`src/rtl/div_unit.sv`:
```
// div_unit: multi-cycle 32-bit restoring divider for DIV/DIVU with pipeline stall,
// external-stall result hold and exception annul.
module div_unit (
  input  logic        clk,
  input  logic        rst,
  input  logic [31:0] a,
  input  logic [31:0] b,
  input  logic        signed_div,
  input  logic        start,
  input  logic        annul,
  input  logic        stall_ext,
  output logic [63:0] result,
  output logic        ready,
  output logic        div_stall
);
  typedef enum logic [1:0] {IDLE, BUSY, DONE} state_t;
  state_t      state_q;
  logic [31:0] rem_q, quo_q, dvs_q, rem_d, quo_d, a_mag, b_mag;
  logic [32:0] shl, diff;
  logic [5:0]  cnt_q;
  logic        neg_quo_q, neg_rem_q;
  // MIN stays 0x80000000 after negation and is then treated as an unsigned magnitude
  always_comb begin
    a_mag = (signed_div & a[31]) ? -a : a;
    b_mag = (signed_div & b[31]) ? -b : b;
    shl   = {rem_q, quo_q[31]};
    diff  = shl - {1'b0, dvs_q};
    rem_d = diff[32] ? shl[31:0] : diff[31:0];
    quo_d = {quo_q[30:0], ~diff[32]};
  end
  assign div_stall = ~annul & ((state_q == IDLE & start) | state_q == BUSY);
  always_ff @(posedge clk or posedge rst)
    if (rst) begin
      state_q   <= IDLE;
      rem_q     <= '0;
      quo_q     <= '0;
      dvs_q     <= '0;
      cnt_q     <= '0;
      neg_quo_q <= 1'b0;
      neg_rem_q <= 1'b0;
      result    <= '0;
      ready     <= 1'b0;
    end else if (annul) begin
      state_q <= IDLE;
      ready   <= 1'b0;
    end else begin
      case (state_q)
        IDLE: if (start) begin
          if (b == 32'd0) begin
            state_q <= DONE;
            ready   <= 1'b1;
            result  <= {a, 32'hFFFF_FFFF};
          end else begin
            state_q   <= BUSY;
            rem_q     <= '0;
            quo_q     <= a_mag;
            dvs_q     <= b_mag;
            cnt_q     <= '0;
            neg_quo_q <= signed_div & (a[31] ^ b[31]);
            neg_rem_q <= signed_div & a[31];
          end
        end
        BUSY: begin
          rem_q <= rem_d;
          quo_q <= quo_d;
          cnt_q <= cnt_q + 6'd1;
          if (cnt_q == 6'd31) begin
            state_q <= DONE;
            ready   <= 1'b1;
            result  <= {neg_rem_q ? -rem_d : rem_d, neg_quo_q ? -quo_d : quo_d};
          end
        end
        DONE: if (!stall_ext) begin
          state_q <= IDLE;
          ready   <= 1'b0;
        end
        default: state_q <= IDLE;
      endcase
    end
endmodule

```
`config.mk`:
```
export PLATFORM = sky130hd
export DESIGN_NAME = div_unit
export DESIGN_NICKNAME = d
export VERILOG_FILES = /design/src/rtl/div_unit.sv
export SDC_FILE = /design/constraint.sdc
export NUM_CORES = 1
export LEC_CHECK = 0
export BUFFER_PORTS_ARGS = -buffer_cell sky130_fd_sc_hd__buf_2
export CORE_UTILIZATION = 50
export DETAILED_ROUTE_END_ITERATION = 6
export PLACE_DENSITY_LB_ADDON = 0.12
export REMOVE_ABC_BUFFERS = 1
export SETUP_SLACK_MARGIN = 0.1
export SYNTH_ARGS = -nofsm -noshare
export SYNTH_HDL_FRONTEND = slang
export SYNTH_SLANG_ARGS = --single-unit
```
`constraint.sdc`:
```
create_clock -name clk -period 8.2 [get_ports clk]
set_input_delay 0.41 -clock clk [delete_from_list [all_inputs] [get_ports clk]]
set_output_delay 0.41 -clock clk [all_outputs]
set_load 0.05 [all_outputs]
```
* Word-level counts from Yosys, hierarchy flattened
Cells that the tools add are included.
** Cells by class
- Multipliers :: 0
- $add $sub $neg :: 6
- Shift operators :: 0
- Magnitude comparators :: 0
- Reductions and logical operators :: 9
- Bitwise gates (word level) :: 10
- Multiplexer cells :: 30
- Equality and inequality tests :: 11
- Divide/modulo/power cells :: 0
** Operators with widths (count)
- 32-bit two-way mux :: 9
- 64-bit two-way mux :: 3
- 32-bit negator :: 4
- 32-bit one-hot mux with 2 select lines :: 2
- 64-bit one-hot mux with 2 select lines :: 1
- 33-bit by 32-bit subtractor with 33-bit output :: 1
- 32-bit logical NOT :: 1
- 6-bit two-way mux :: 2
- 6-bit one-hot mux with 2 select lines :: 1
- 2-bit two-way mux :: 5
- 5-bit AND reduction :: 2
- 4-bit AND reduction :: 2
- 6-bit by 1-bit adder with 6-bit output (second input constant) :: 1
- 6-bit by 5-bit equality test with 1-bit output (second input constant) :: 1
- 3-bit by 2-bit != test with 1-bit output (second input constant) :: 2
- 3-bit != test (second input constant) :: 2
- 2-bit one-hot mux with 3 select lines :: 1
- 1-bit AND :: 5
- 1-bit two-way mux :: 5
- 2-bit by 1-bit != test with 1-bit output (second input constant) :: 2
- 2-bit != test (second input constant) :: 2
- 4-bit nonzero test :: 1
- 1-bit NOT :: 3
- 1-bit one-hot mux with 3 select lines :: 1
- 7 further kinds :: 7
** Word-level totals
- Memory bits (writable) :: 0
- Memories kept :: 0
- Logic and storage cells :: 75
- Input bits :: 70
- Latch bits :: 0
- Register bits after elaboration :: 171
- Memory bits (read-only) :: 0

* Logic depth before layout (Yosys ltp)
- Depth in word-level cells :: 6
- Mapped depth :: 26

* Worst setup path after synthesis
Ideal clock, no wire load.
- Path type :: register -> register
- Start :: reg quo_q[31]
- End :: reg result[56]
- Data required time :: 8.096 ns
- Period minus slack after synthesis :: 4.961 ns
- Arrival time :: 4.857 ns
- Cell stages (with the launch flop) :: 24
- Buffers on the path :: 3
- Slack :: 3.239 ns
- Library setup time :: 0.104 ns
- Cells stage by stage :: dfrtp_1 -> inv_1 -> ha_1 -> inv_1 -> fa_1 -> a211oi_2 -> o211ai_2 -> nand3_1 -> nand4b_4 -> and3_4 -> nor2_4 -> buf_2 -> buf_2 -> buf_2 -> mux2i_1 -> ha_1 -> nand2_1 -> or3_1 -> a21oi_1 -> a2bb2oi_1 -> nand4_1 -> o31ai_1 -> xnor2_1 -> a221oi_1
** On the way
- Word-level cells in the longest chain between the ends :: 6
** Ends and longest elaborated chain
- from (decl) :: RTL line 18 : logic [31:0] rem_q, quo_q, dvs_q, rem_d, quo_d, a_mag, b_mag;
- from (signal assigned) :: RTL line 56 : quo_q <= a_mag;
- from (signal assigned) :: RTL line 65 : quo_q <= quo_d;
- 33-bit by 32-bit subtractor with 33-bit output :: RTL line 27 : diff = shl - {1'b0, dvs_q};
- 32-bit two-way mux (*) :: RTL line 28 : rem_d = diff[32] ? shl[31:0] : diff[31:0];
- 32-bit negator :: RTL line 70 : result <= {neg_rem_q ? -rem_d : rem_d, neg_quo_q ? -quo_d : quo_d};
- 32-bit two-way mux (*) :: RTL line 70
- 64-bit two-way mux (*) :: RTL line 67 : if (cnt_q == 6'd31) begin
- 64-bit one-hot mux with 2 select lines (*) :: RTL line 47 : case (state_q)
- to (signal assigned) :: RTL line 52 : result <= {a, 32'hFFFF_FFFF};
- to (signal assigned) :: RTL line 70
- to (decl) :: RTL line 12 : output logic [63:0] result,
Every way passes the cells marked *; elsewhere a longest branch is shown, timed or not. The select of a mux whose other input is x is not followed.
A chain may end at the register's enable or synchronous reset.

* Worst setup path after layout
- Start :: reg quo_q[31]
- End :: reg result[62]
The elaborated chain is that of the path after synthesis.

==> impl_results.md <==
* Filler-free cell count of the finished design at 1,979
* Vias in the first global route at 10,700
* Combinational fraction of design power at 0.533
* Critical path startpoint: quo_q[31]
* Starting density of the core at 0.516
* Static Leakage at 6.00 nW
* Number of hold violations in the final report at 0
* Placed cell count at 1,946
* Switching Power at 2.39 mW
* Worst-case clock skew at 0.0131 ns
* Post-CTS setup buffer count at 0
* Horizontal die dimension at 161 µm
* IO Pins at 136
* Synth Flop Type: sky130_fd_sc_hd__dfrtp_1
* Total track usage at 0.274
* Post-CTS sizing at 0
* Data required time of the worst path at 8.51 ns
* Seq cells post-synth at 171
* Via count of the routed design at 11,800
* Placement row count at 57
* Avg Inst Size Synth at 8.12 µm²
* Detailed-route wire length per cell at 17.7 µm
* Overall die area at 26,000 µm²
* HPWL Detailed at 26,500 µm
* Yosys synthesis warning count at 0
* Clock latency on the worst-skew pair at 0.44 ns
* Total wire length at 35,100 µm
* CTS tree: done
* Number of levels the H-tree was split into at 4
* Fraction of final layout cells with drive strength greater than 1 at 0.144
* Antenna Violating Nets Remaining at 0
* Setup total negative slack at 0 ns
* Worst EP arrival at 5.79 ns
* Setup crit end kind: register
* Switching power share of the total at 0.500
* Count of nets after finishing at 1,752
* Power density of the placed cells at 339 nW/µm²
* Count of cells along the worst register-to-register path at 22
* Largest fanout of any net on the critical path at 38
* Minimum clock period at 5.48 ns
* Clock Power Share at 0.171
* Most used cells in the layout excluding fill and tap cells: sky130_fd_sc_hd__nand2_1 (181), sky130_fd_sc_hd__dfrtp_1 (171), sky130_fd_sc_hd__a21oi_1 (152)
* Leading cell type in the layout, fill and taps excluded: sky130_fd_sc_hd__nand2_1
* Final RePlAce weighted congestion at 0.946
* Sequential element share of the synthesized area at 0.337
* Number of instances in the synthesized netlist at 1,563
* Worst-margin pin slew at 1.20 ns
* Max Clk Rate at 0.182 GHz
* Outcome: completed
* Startpoint types: register
* Initial antenna violation count at 0
* Final Setup Violations at 0
* Number of max-slew violations in the final report at 0
* Count of max-cap constraint violations at 0
* Max Buffers Root-to-Sink at 2
* Type of the worst min-delay path: in2async
* Number of flops mapped to enable cells by yosys at 0
* Remaining max-slew budget at the tightest pin at 0.197
* Internal Power at 2.39 mW
* Area of the mapped netlist at 12,700 µm²
* Startpoint of the lowest-slack register-to-register path: quo_q[31]
* Register-to-register path setup slack at 2.72 ns
* Final hold slack at 0.180 ns
* Worst setup path class: reg2reg
* Routed vias/inst at 5.98
* Overall power at 4.78 mW
* DRC violations left at 0
* GRT overflow at 0
* Number of buffers created by CTS at 17
* Async set or reset register ratio after synthesis at 1.00
* Endpoint of the most critical register-to-register path: result[62]
* Share of total power in sequential cells at 0.295
* Setup repair after global routing missed its margin: no
* First DRT Iteration DRCs at 811
* Placeable Area at 24,600 µm²
* Worst-path clk slew at 0.08 ns
* First-pass GRT wire length at 56,900 µm
* IR Drop Worst-Case VDD at 247 µV
* Die outline height at 161 µm
* Total of hold buffers inserted after clock tree synthesis at 0
* Number of different library cells in the post-synthesis netlist at 91
* Share of the clock period used by the worst path at 0.669
* Number of input and output port buffers inserted at 135
* Root Buffer: sky130_fd_sc_hd__clkbuf_16
* Pin count of the biggest net entering global routing at 106
* Post-synthesis to final-layout area growth at 11.2%
* Total iterations of the first detailed-routing run at 5
* Clock net sink count at 171
worst max-delay path by stage:
stage,to,cells after the start,slack (ns)
floorplan,cnt_q[3],6,1.99
global placement,result[58],23,2.98
detailed placement,result[58],23,2.82
CTS,result[62],22,2.74
global route,result[62],23,2.37
finish,result[62],22,2.72
logic make-up after synthesis:
kind of cell	Yosys count	synth area share
fa+ha+maj	41	0.0410
simple gates	522	0.197
compound gates	524	0.260
xor+xnor	103	0.0710
buf+inv	143	0.0456
mux	59	0.0486
flops	171	0.337
area by class of cell:
cell class | instances | area [µm²]
Timing Repair Buffer | 145 | 751
Tap cell | 324 | 405
Fill cell | 2277 | 10500
Clock inverter | 14 | 146
Sequential cell | 171 | 4280
Clock buffer | 18 | 439
Inverter | 57 | 219
Multi-Input combinational cell | 1249 | 7870
Antenna cell | 1 | 2.50
stage by stage:
stage,instance area [µm²],utilization,setup slack (ns)
4_1_cts,14100,0.574,2.74
3_3_place_gp,13500,0.550,2.98
3_5_place_dp,13500,0.550,2.82
6_report,14100,0.574,2.72
2_1_floorplan,12300,-,1.99
5_1_grt,14100,0.574,2.37
synth_stat cells (all sizes together), types with 18 or more instances:
master / count / share of area
o21ai: 159 / 0.063
o31ai: 27 / 0.016
mux2i: 38 / 0.030
a21o: 20 / 0.012
a31oi: 24 / 0.012
a21oi: 157 / 0.063
or3: 25 / 0.013
clkbuf: 54 / 0.016
nor3: 26 / 0.011
buf: 32 / 0.013
nand3: 18 / 0.0071
ha: 40 / 0.039
inv: 57 / 0.017
xnor2: 45 / 0.031
mux2: 21 / 0.019
nor2b: 22 / 0.011
nand2: 181 / 0.054
dfrtp: 171 / 0.34
xor2: 58 / 0.040
nor2: 152 / 0.046
flip-flops by register name (all words and copies together) (netlist names):
| signal | count |
|---|---|
| neg_quo_q | 1 |
| ready | 1 |
| rem_q | 32 |
| dvs_q | 32 |
| state_q | 2 |
| cnt_q | 6 |
| result | 64 |
| neg_rem_q | 1 |
| quo_q | 32 |
power by group through the flow:
stage | clock [mW] | combinational (mW) | sequential (mW)
after floorplan | 0 | 1.39 | 1.93
after global placement | 0 | 2.50 | 1.42
after detailed placement | 0 | 2.54 | 1.43
after CTS | 0.827 | 2.55 | 1.41
after global routing | 0.863 | 2.78 | 1.46
final | 0.819 | 2.55 | 1.41
worst max-delay path, stage by stage (launching register included):
cell                        delay (ns)
sky130_fd_sc_hd__dfrtp_1          0.40
sky130_fd_sc_hd__inv_1            0.08
sky130_fd_sc_hd__ha_1             0.18
sky130_fd_sc_hd__inv_1            0.08
sky130_fd_sc_hd__fa_1             0.41
sky130_fd_sc_hd__a211oi_2         0.33
sky130_fd_sc_hd__o211ai_2         0.19
sky130_fd_sc_hd__nand3_1          0.20
sky130_fd_sc_hd__nand4b_4         0.14
sky130_fd_sc_hd__a21oi_2          0.32
sky130_fd_sc_hd__nor2_4           0.08
sky130_fd_sc_hd__inv_2            0.06
sky130_fd_sc_hd__buf_4            0.37
sky130_fd_sc_hd__nor2_1           0.07
sky130_fd_sc_hd__a21oi_1          0.25
sky130_fd_sc_hd__ha_1             0.25
sky130_fd_sc_hd__nand2_1          0.07
sky130_fd_sc_hd__or3_1            0.33
sky130_fd_sc_hd__a21oi_1          0.18
sky130_fd_sc_hd__a2bb2oi_1        0.50
sky130_fd_sc_hd__o211ai_1         0.28
sky130_fd_sc_hd__o41ai_1          0.41
sky130_fd_sc_hd__o211ai_1         0.16
per-layer routing:
| metal | up-vias | wire length, µm | track usage |
|---|---|---|---|
| met1 | 5599 | 16700 | 0.394 |
| met5 | - | 0 | 0 |
| li1 | 5817 | - | - |
| met4 | 0 | 631 | 0.0738 |
| met2 | 369 | 15900 | 0.435 |
| met3 | 42 | 1870 | 0.0339 |
Power figures use the tool's default switching activity.
